### src/rtl/edge_event_decoder.sv
// Edge event decoder: turns rise/fall/change pulses from an edge detector
// into a reconstructed level, saturating edge counts and captured event data.
//
// Ports:
//   clk, rst            rising-edge clock, synchronous active-high reset
//   enable              1 = process events, 0 = hold everything
//   clear_err           leave ERROR and return to UNKNOWN
//   posedge_detection   rising-edge event pulse
//   negedge_detection   falling-edge event pulse
//   change_detection    any-edge event pulse
//   data_in             data word tied to the event cycle
//   level_out           reconstructed level (1 only in HIGH)
//   level_valid         level_out is known (LOW or HIGH)
//   err, err_code       sticky error flag; 01 illegal combo, 10 sequence
//   rise_count          accepted rising events, saturating
//   fall_count          accepted falling events, saturating
//   data_out            data_in captured on the last accepted event
//   data_valid          one-cycle pulse marking a new data_out
module edge_event_decoder (
    input  logic        clk,
    input  logic        rst,
    input  logic        enable,
    input  logic        clear_err,
    input  logic        posedge_detection,
    input  logic        negedge_detection,
    input  logic        change_detection,
    input  logic [31:0] data_in,
    output logic        level_out,
    output logic        level_valid,
    output logic        err,
    output logic [1:0]  err_code,
    output logic [15:0] rise_count,
    output logic [15:0] fall_count,
    output logic [31:0] data_out,
    output logic        data_valid
);

    typedef enum logic [1:0] {
        ST_UNKNOWN = 2'd0,
        ST_LOW     = 2'd1,
        ST_HIGH    = 2'd2,
        ST_ERROR   = 2'd3
    } state_t;

    localparam logic [1:0] CODE_NONE = 2'b00;
    localparam logic [1:0] CODE_ILL  = 2'b01;
    localparam logic [1:0] CODE_SEQ  = 2'b10;
    localparam logic [15:0] CNT_MAX  = 16'hFFFF;

    state_t      state_q, state_nxt;
    logic [1:0]  code_q, code_nxt;
    logic [15:0] rise_q, rise_nxt;
    logic [15:0] fall_q, fall_nxt;
    logic [31:0] data_q, data_nxt;
    logic        dv_q, dv_nxt;
    logic        level_q, lvalid_q, err_q;

    logic ev_idle, ev_rise, ev_fall, ev_ill;
    logic acc_rise, acc_fall;

    // Only three (pos,neg,chg) patterns are meaningful; anything else
    // means the upstream detector is inconsistent.
    assign ev_idle = ~posedge_detection & ~negedge_detection & ~change_detection;
    assign ev_rise =  posedge_detection & ~negedge_detection &  change_detection;
    assign ev_fall = ~posedge_detection &  negedge_detection &  change_detection;
    assign ev_ill  = ~(ev_idle | ev_rise | ev_fall);

    always_comb begin
        state_nxt = state_q;
        code_nxt  = code_q;
        acc_rise  = 1'b0;
        acc_fall  = 1'b0;
        if (enable) begin
            if (state_q == ST_ERROR) begin
                // Sticky: only clear_err gets out; events are dropped.
                if (clear_err) begin
                    state_nxt = ST_UNKNOWN;
                    code_nxt  = CODE_NONE;
                end
            end else if (ev_ill) begin
                state_nxt = ST_ERROR;
                code_nxt  = CODE_ILL;
            end else if (ev_rise) begin
                if (state_q == ST_HIGH) begin
                    state_nxt = ST_ERROR;
                    code_nxt  = CODE_SEQ;
                end else begin
                    state_nxt = ST_HIGH;
                    acc_rise  = 1'b1;
                end
            end else if (ev_fall) begin
                if (state_q == ST_LOW) begin
                    state_nxt = ST_ERROR;
                    code_nxt  = CODE_SEQ;
                end else begin
                    state_nxt = ST_LOW;
                    acc_fall  = 1'b1;
                end
            end
        end
    end

    always_comb begin
        rise_nxt = rise_q;
        fall_nxt = fall_q;
        data_nxt = data_q;
        dv_nxt   = 1'b0;
        if (acc_rise && rise_q != CNT_MAX) begin
            rise_nxt = rise_q + 16'd1;
        end
        if (acc_fall && fall_q != CNT_MAX) begin
            fall_nxt = fall_q + 16'd1;
        end
        if (acc_rise || acc_fall) begin
            data_nxt = data_in;
            dv_nxt   = 1'b1;
        end
    end

    always_ff @(posedge clk) begin
        if (rst) begin
            state_q  <= ST_UNKNOWN;
            code_q   <= CODE_NONE;
            rise_q   <= '0;
            fall_q   <= '0;
            data_q   <= '0;
            dv_q     <= 1'b0;
            level_q  <= 1'b0;
            lvalid_q <= 1'b0;
            err_q    <= 1'b0;
        end else begin
            state_q  <= state_nxt;
            code_q   <= code_nxt;
            rise_q   <= rise_nxt;
            fall_q   <= fall_nxt;
            data_q   <= data_nxt;
            dv_q     <= dv_nxt;
            level_q  <= (state_nxt == ST_HIGH);
            lvalid_q <= (state_nxt == ST_HIGH) || (state_nxt == ST_LOW);
            err_q    <= (state_nxt == ST_ERROR);
        end
    end

    assign level_out   = level_q;
    assign level_valid = lvalid_q;
    assign err         = err_q;
    assign err_code    = code_q;
    assign rise_count  = rise_q;
    assign fall_count  = fall_q;
    assign data_out    = data_q;
    assign data_valid  = dv_q;

endmodule
### config.mk
export PLATFORM = sky130hd
export DESIGN_NAME = edge_event_decoder
export DESIGN_NICKNAME = d
export VERILOG_FILES = /design/src/rtl/edge_event_decoder.sv
export SDC_FILE = /design/constraint.sdc
export NUM_CORES = 1
export LEC_CHECK = 0
export CAP_MARGIN = 10
export CORE_ASPECT_RATIO = 1.75
export CORE_MARGIN = 2
export CORE_UTILIZATION = 40
export DETAILED_ROUTE_END_ITERATION = 10
export GPL_ROUTABILITY_DRIVEN = 0
export PLACE_DENSITY = 0.72
export SLEW_MARGIN = 15
export SYNTH_ARGS = -nofsm -noshare
export SYNTH_HDL_FRONTEND = slang
export SYNTH_SLANG_ARGS = --single-unit
### constraint.sdc
create_clock -name clk -period 6.7 [get_ports clk]
set_input_delay 1.34 -clock clk [delete_from_list [all_inputs] [get_ports clk]]
set_output_delay 1.34 -clock clk [all_outputs]
set_load 0.005 [all_outputs]
## Word level (Yosys, flattened, before mapping)

Index checks and enable logic that the tools add are counted.

- Bits in writable memories: 0
- Logic and storage cells: 66
- Bits in registers: 72
- Output and inout port bits: 70
- Memories kept: 0
- Bits in read-only memories: 0
- Latch bits: 0

- Add/sub/neg operators: 2
- Eq/ne operators: 12
- Div/mod/pow operators: 0
- Bitwise logic cells: 11
- Reduce and logical (&&, ||, !) cells: 5
- Magnitude comparators: 0
- Shifts and indexed selects: 0
- Multiply operators: 0
- Multiplexer cells: 27

Operator list:

| cell | number |
|---|---|
| $add A16 B1 Y16 const B | 2 |
| $ne A16 B16 Y1 const B | 2 |
| $mux W2 | 14 |
| $mux W1 | 13 |
| $eq A2 B2 Y1 const B | 4 |
| $ne A4 B2 Y1 const B | 2 |
| $and A1 B1 Y1 | 6 |
| $reduce_and A5 Y1 | 1 |
| $eq A2 B1 Y1 const B | 2 |
| $ne A4 B3 Y1 const B | 1 |
| $not A1 Y1 | 3 |
| $logic_and A1 B1 Y1 | 2 |
| $logic_or A1 B1 Y1 | 2 |
| $ne A2 B2 Y1 const B | 1 |
| $or A1 B1 Y1 | 2 |

## Longest topological paths before layout

- Depth after elaboration: 10
- Mapped depth: 7

## Least setup slack after synthesis

Ideal clock, no wire load.

- Kind: input -> register
- From: input negedge_detection
- To: register rise_q[11], in the netlist rise_count[11]
- Data required time: 6.630 ns
- Setup slack: 3.519 ns
- Cell stages on the path: 6
- Data arrival time: 3.110 ns
- Library setup time: 0.070 ns
- Buffers on the path: 2
- Path through: buf_6 > or3b_4 > or4_1 > buf_2 > or4_1 > a21oi_1

- Word-level cells in the longest chain between the ends: 9
- Elaborated cells between the ends (all ways): 14
- Those cells by class: 4 x mux; 9 x bitwise; 1 x reduce/logical

Ends and longest elaborated chain:

| what | RTL line | RTL |
|---|---|---|
| start, declared | 25 | `input logic negedge_detection,` |
| $not A1 Y1 | 63, 64 |  |
| $and A1 B1 Y1 (on tied branches) (2 in a row) | 63, 64 |  |
| $or A1 B1 Y1 (2 in a row) | 66 | `assign ev_ill = ~(ev_idle \| ev_rise \| ev_fall);` |
| $mux W1 (*) | 80 | `end else if (ev_ill) begin` |
| $mux W1 (*) | 74 | `if (state_q == ST_ERROR) begin` |
| $mux W1 (*) | 73 | `if (enable) begin` |
| $logic_and A1 B1 Y1 (*) | 108 | `if (acc_rise && rise_q != CNT_MAX) begin` |
| end signal, assigned | 134 | `rise_q <= rise_nxt;` |
| end, declared | 52 | `logic [15:0] rise_q, rise_nxt;` |

Mark *: on every way between the ends. The rest lies on a longest branch, timed or not.
A chain may end at the register's enable or synchronous reset.

## Worst setup path in the final report

- From: input posedge_detection
- To: register rise_q[11], in the netlist rise_count[11]

- Word-level cells in the longest chain between the ends: 9
- Elaborated cells between the ends (all ways): 14
- Those cells by class: 4 x mux; 9 x bitwise; 1 x reduce/logical

Ends and longest elaborated chain:

| what | RTL line | RTL |
|---|---|---|
| start, declared | 24 | `input logic posedge_detection,` |
| $not A1 Y1 | 63, 65 |  |
| $and A1 B1 Y1 (2 in a row) | 63 | `assign ev_idle = ~posedge_detection & ~negedge_detection & ~change_detection;` |
| $or A1 B1 Y1 (2 in a row) | 66 |  |
| $mux W1 (*) | 80 |  |
| $mux W1 (*) | 74 |  |
| $mux W1 (*) | 73 |  |
| $logic_and A1 B1 Y1 (*) | 108 |  |

Marks and branches as above.

==> results by stage <==
Cells and area:
- In the layout the commonest cells are sky130_fd_sc_hd__clkdlybuf4s50_1, sky130_fd_sc_hd__nand2_1, sky130_fd_sc_hd__dfxtp_1.
- After the last flow step, the layout net total stands at 528.
- The proportion of layout cells with a drive suffix above 1 is 5.50%.
- The area growth from synthesis to layout is 45.1%.
- The most common library cell in the layout ignoring fill and taps is sky130_fd_sc_hd__clkdlybuf4s50_1.
- The count of antenna diodes in the layout is 0.
- Excluding fillers, the count of instances in the completed layout stands at 581.
- The total of fill cells in the finished design is 715.

Logic synthesis:
- The most used flip-flop cell after synthesis is sky130_fd_sc_hd__dfxtp_1.
- The largest family of logic cells by synthesized area is simple AND/OR/NAND/NOR gates.
- The multiplexer area fraction after synthesis is 1.42%.
- Averaged over all synthesized cells, the footprint is 8.19 um2.
- The synthesized instance count is 387.
- The synthesized netlist devotes 1.18% of its cell area to adder and majority cells.
- The number of synthesis warnings is 0.
- Counting flops and latches in the post-synthesis netlist gives 72.
- Sequential elements use 45.5% of the synthesized area.
- Summing every instance area after synthesis gives 0.00317 mm2.
- The complex-gate fraction of the synthesized area is 19.2%.
- The synthesized netlist devotes 0.276% of its cell area to XOR and XNOR gates.
- In the synthesized netlist the async set-or-reset flop fraction comes to 0%.
- The count of flip-flops with a built-in enable after synthesis is 0.
- The netlist uses 44 different library cells.
- Synthesis produced a netlist with a net count of 429.
- The synthesized netlist devotes 28.2% of its cell area to simple gates.

Global routing:
- The first global-routing pass estimated 14,500 um of wire.
- The final global-route overflow total is 0.
- Entering global routing, the biggest net connects 77 pins.
- For this run, the total global-route usage over all layers was measured as 20.9%.
- The number of global-route vias before repair is 3,143.
- The initial antenna violation count is 0.

Clock tree:
- The root buffer cell is sky130_fd_sc_hd__clkbuf_16.
- The maximum number of buffers from clock root to sink is 2.
- TritonCTS built the clock tree.
- After clock tree synthesis, the clock-pin slew on the worst setup and hold paths is 50 ps.
- Clock tree synthesis inserted a total of 9 buffers.
- The number of gates resized after CTS was 0.
- Buffers added to address setup during post-CTS repair amount to 0.
- Clock tree synthesis found a total of 72 sinks.
- The number of H-tree branching levels is 3.
- Clock latency on the worst-skew pair, taken at its later pin, is 330 ps.
- In this run, post-CTS hold repair placed 0 buffers.

Floorplanning:
- The I/O pin total is 109.
- The standard cell core area is 0.00780 mm2.
- The die extent in x is 71.3 um.
- The initial utilization of the core area, before any placement, comes to 40.6%.
- In this run the vertical extent of the chip is 122 um.
- The die footprint is 0.00868 mm2.
- The standard-cell row count is 43.

Timing:
- The smallest hold slack is 447 ps.
- At the pin with the least slew margin, the transition time is 1070 ps.
- The hold violation count in the final report is 0.
- Counting I/O delays and the setup requirement, the final critical path takes 3480 ps.
- The final max-slew violation count is 0.
- Setup violations remaining at the end of the flow were counted as 0.
- Setup repair after global routing left no endpoint under its margin.
- In this run the tightest slew margin relative to its limit is 28.5%.
- The achievable frequency is 287 MHz.
- The clock skew is 6.12 ps.
- For the final routed database, the setup TNS stands at 0 ps.
- The period utilization is 51.9%.

Placement:
- The total placed cells including tap cells is 565.
- During placement, the flow inserted port buffers numbering 108.
- The sum of net half-perimeters after detailed placement is 6310 um.

Drt:
- The detailed-route DRC error count is 0.
- In the final routed layout, each cell accounts on average for 15.3 um.
- The total wire length after detailed routing is 8910 um.
- The first-iteration detailed-routing DRC count is 148.
- The via count normalized by instance count is 5.59.
- The detail route stage leaves a number of antenna-violating nets equal to 0.
- The total number of vias is 3,250.
- The count of TritonRoute iterations in the first routing pass is 5.

Worst setup path:
- STA classifies the critical path startpoint as an input port.
- Along the worst path, the maximum fanout reaches 9.
- STA puts the critical path data arrival time at 3730 ps.
- The slowest stage of the critical path is the sky130_fd_sc_hd__or4_1 cell.
- STA classifies the critical path endpoint as a register.
- The family of cells with the greatest summed delay on the critical path is simple AND/OR/NAND/NOR gates.
- Data on the critical path is required at its endpoint by 6950 ps.
- Counting both buffers and inverters, the worst setup path holds a total of 1.
- The highest cell delay on the worst timing path is 640 ps.
- Walking the worst path, the cells encountered are clkdlybuf4s50_1, or3b_4, or4_1, or4_1, a21oi_1.
- The cell with the most instances on the worst path is sky130_fd_sc_hd__or4_1.
- The kind of critical path is input port to register.

Run status:
- The flow ran to the end, and the final reports show no timing, DRC or antenna violations.

Power and ir drop:
- The leakage power is 1.49 nW.
- The power density over the cells is 216 mW/mm2.
- The total power consumption of the routed design is 993 uW.
- IR analysis of the VDD net gives a maximum drop of 0.186 mV.

Min path:
- The path class of the tightest hold or removal check is register to register.

Job:
- Max-cap violations in this run came to 0.
## synthesized netlist by cell type (5+ instances only)
cell | number | area (um2)
sky130_fd_sc_hd__a21oi_1 | 64 | 320
sky130_fd_sc_hd__nor4_1 | 8 | 50.1
sky130_fd_sc_hd__nand4_1 | 10 | 62.6
sky130_fd_sc_hd__clkbuf_1 | 20 | 75.1
sky130_fd_sc_hd__o21ai_0 | 13 | 65.1
sky130_fd_sc_hd__or3_1 | 7 | 43.8
sky130_fd_sc_hd__nand3_1 | 11 | 55.1
sky130_fd_sc_hd__dfxtp_1 | 72 | 1440
sky130_fd_sc_hd__nand2_1 | 76 | 285
sky130_fd_sc_hd__inv_1 | 8 | 30.0
sky130_fd_sc_hd__nor2_1 | 12 | 45.0
sky130_fd_sc_hd__and4_1 | 5 | 43.8
sky130_fd_sc_hd__o31ai_1 | 15 | 113
sky130_fd_sc_hd__or4_1 | 19 | 143
## registers in the layout, indices dropped and copies added, names as in the netlist
register and count:
level_valid 1, err 1, level_out 1, data_out 32
rise_count 16, state_q 2, fall_count 16, err_code 2
data_valid 1
## tightest hold or removal path: stages (launching register included)
cell                      delay (ps)
sky130_fd_sc_hd__dfxtp_1         300
sky130_fd_sc_hd__nand2_1          50
sky130_fd_sc_hd__a21oi_1          50
## power by group
| part | total (mW) | internal (mW) | switching [mW] |
|---|---|---|---|
| Clock | 0.461 | 0.292 | 0.169 |
| Combinational | 0.0857 | 0.0480 | 0.0377 |
| Sequential | 0.446 | 0.439 | 0.00698 |
## metal layers
metal  GRT usage [%]  up-vias  part of all wire, %
met1            22.2     1528                   38
met3            6.04       13                  6.0
li1                -     1606                    -
met4            11.3        0                  1.6
met5               0        -                    0
met2            36.3      103                   55
## cell families after synthesis
family | count (synthesis)
and+or+nand+nor | 170
AOI/OAI and AO/OA | 105
DFF | 72
buffers and inverters | 32
muxes | 4
adders and majority gates | 3
xor gates and xnor gates | 1
## stage by stage
step | worst slack, ps | util, % | area, um2
5_1_grt | 3090 | 58.9 | 4600
3_3_place_gp | 2930 | 55.1 | 4300
3_5_place_dp | 2910 | 55.1 | 4300
2_1_floorplan | 3520 | - | 3170
4_1_cts | 3250 | 58.9 | 4600
6_report | 3220 | 58.9 | 4600
## cell type report
class | instances | area, um2 | share of cell area, %
Multi-Input combinational cell | 283 | 1610 | 35.0
Sequential cell | 72 | 1440 | 31.4
Clock inverter | 1 | 8.76 | 0.191
Inverter | 8 | 30.0 | 0.653
Tap cell | 90 | 113 | 2.45
Clock buffer | 15 | 288 | 6.26
Timing Repair Buffer | 112 | 1110 | 24.1
## worst paths after layout
| check | endpoint | slack, ps | depth (start not counted) | start |
|---|---|---|---|---|
| setup / recovery | rise_count[11]$_SDFFE_PP0P_ | 3220 | 5 | posedge_detection |
| hold / removal | data_out[29]$_SDFFE_PP0P_ | 450 | 2 | data_out[29]$_SDFFE_PP0P_ |
| hold reg to reg | data_out[29]$_SDFFE_PP0P_ | 450 | 2 | data_out[29]$_SDFFE_PP0P_ |
| setup reg to reg | fall_count[5]$_SDFFE_PP0P_ | 4380 | 6 | fall_count[0]$_SDFFE_PP0P_ |
No activity file was read; power rests on OpenSTA's default activity.
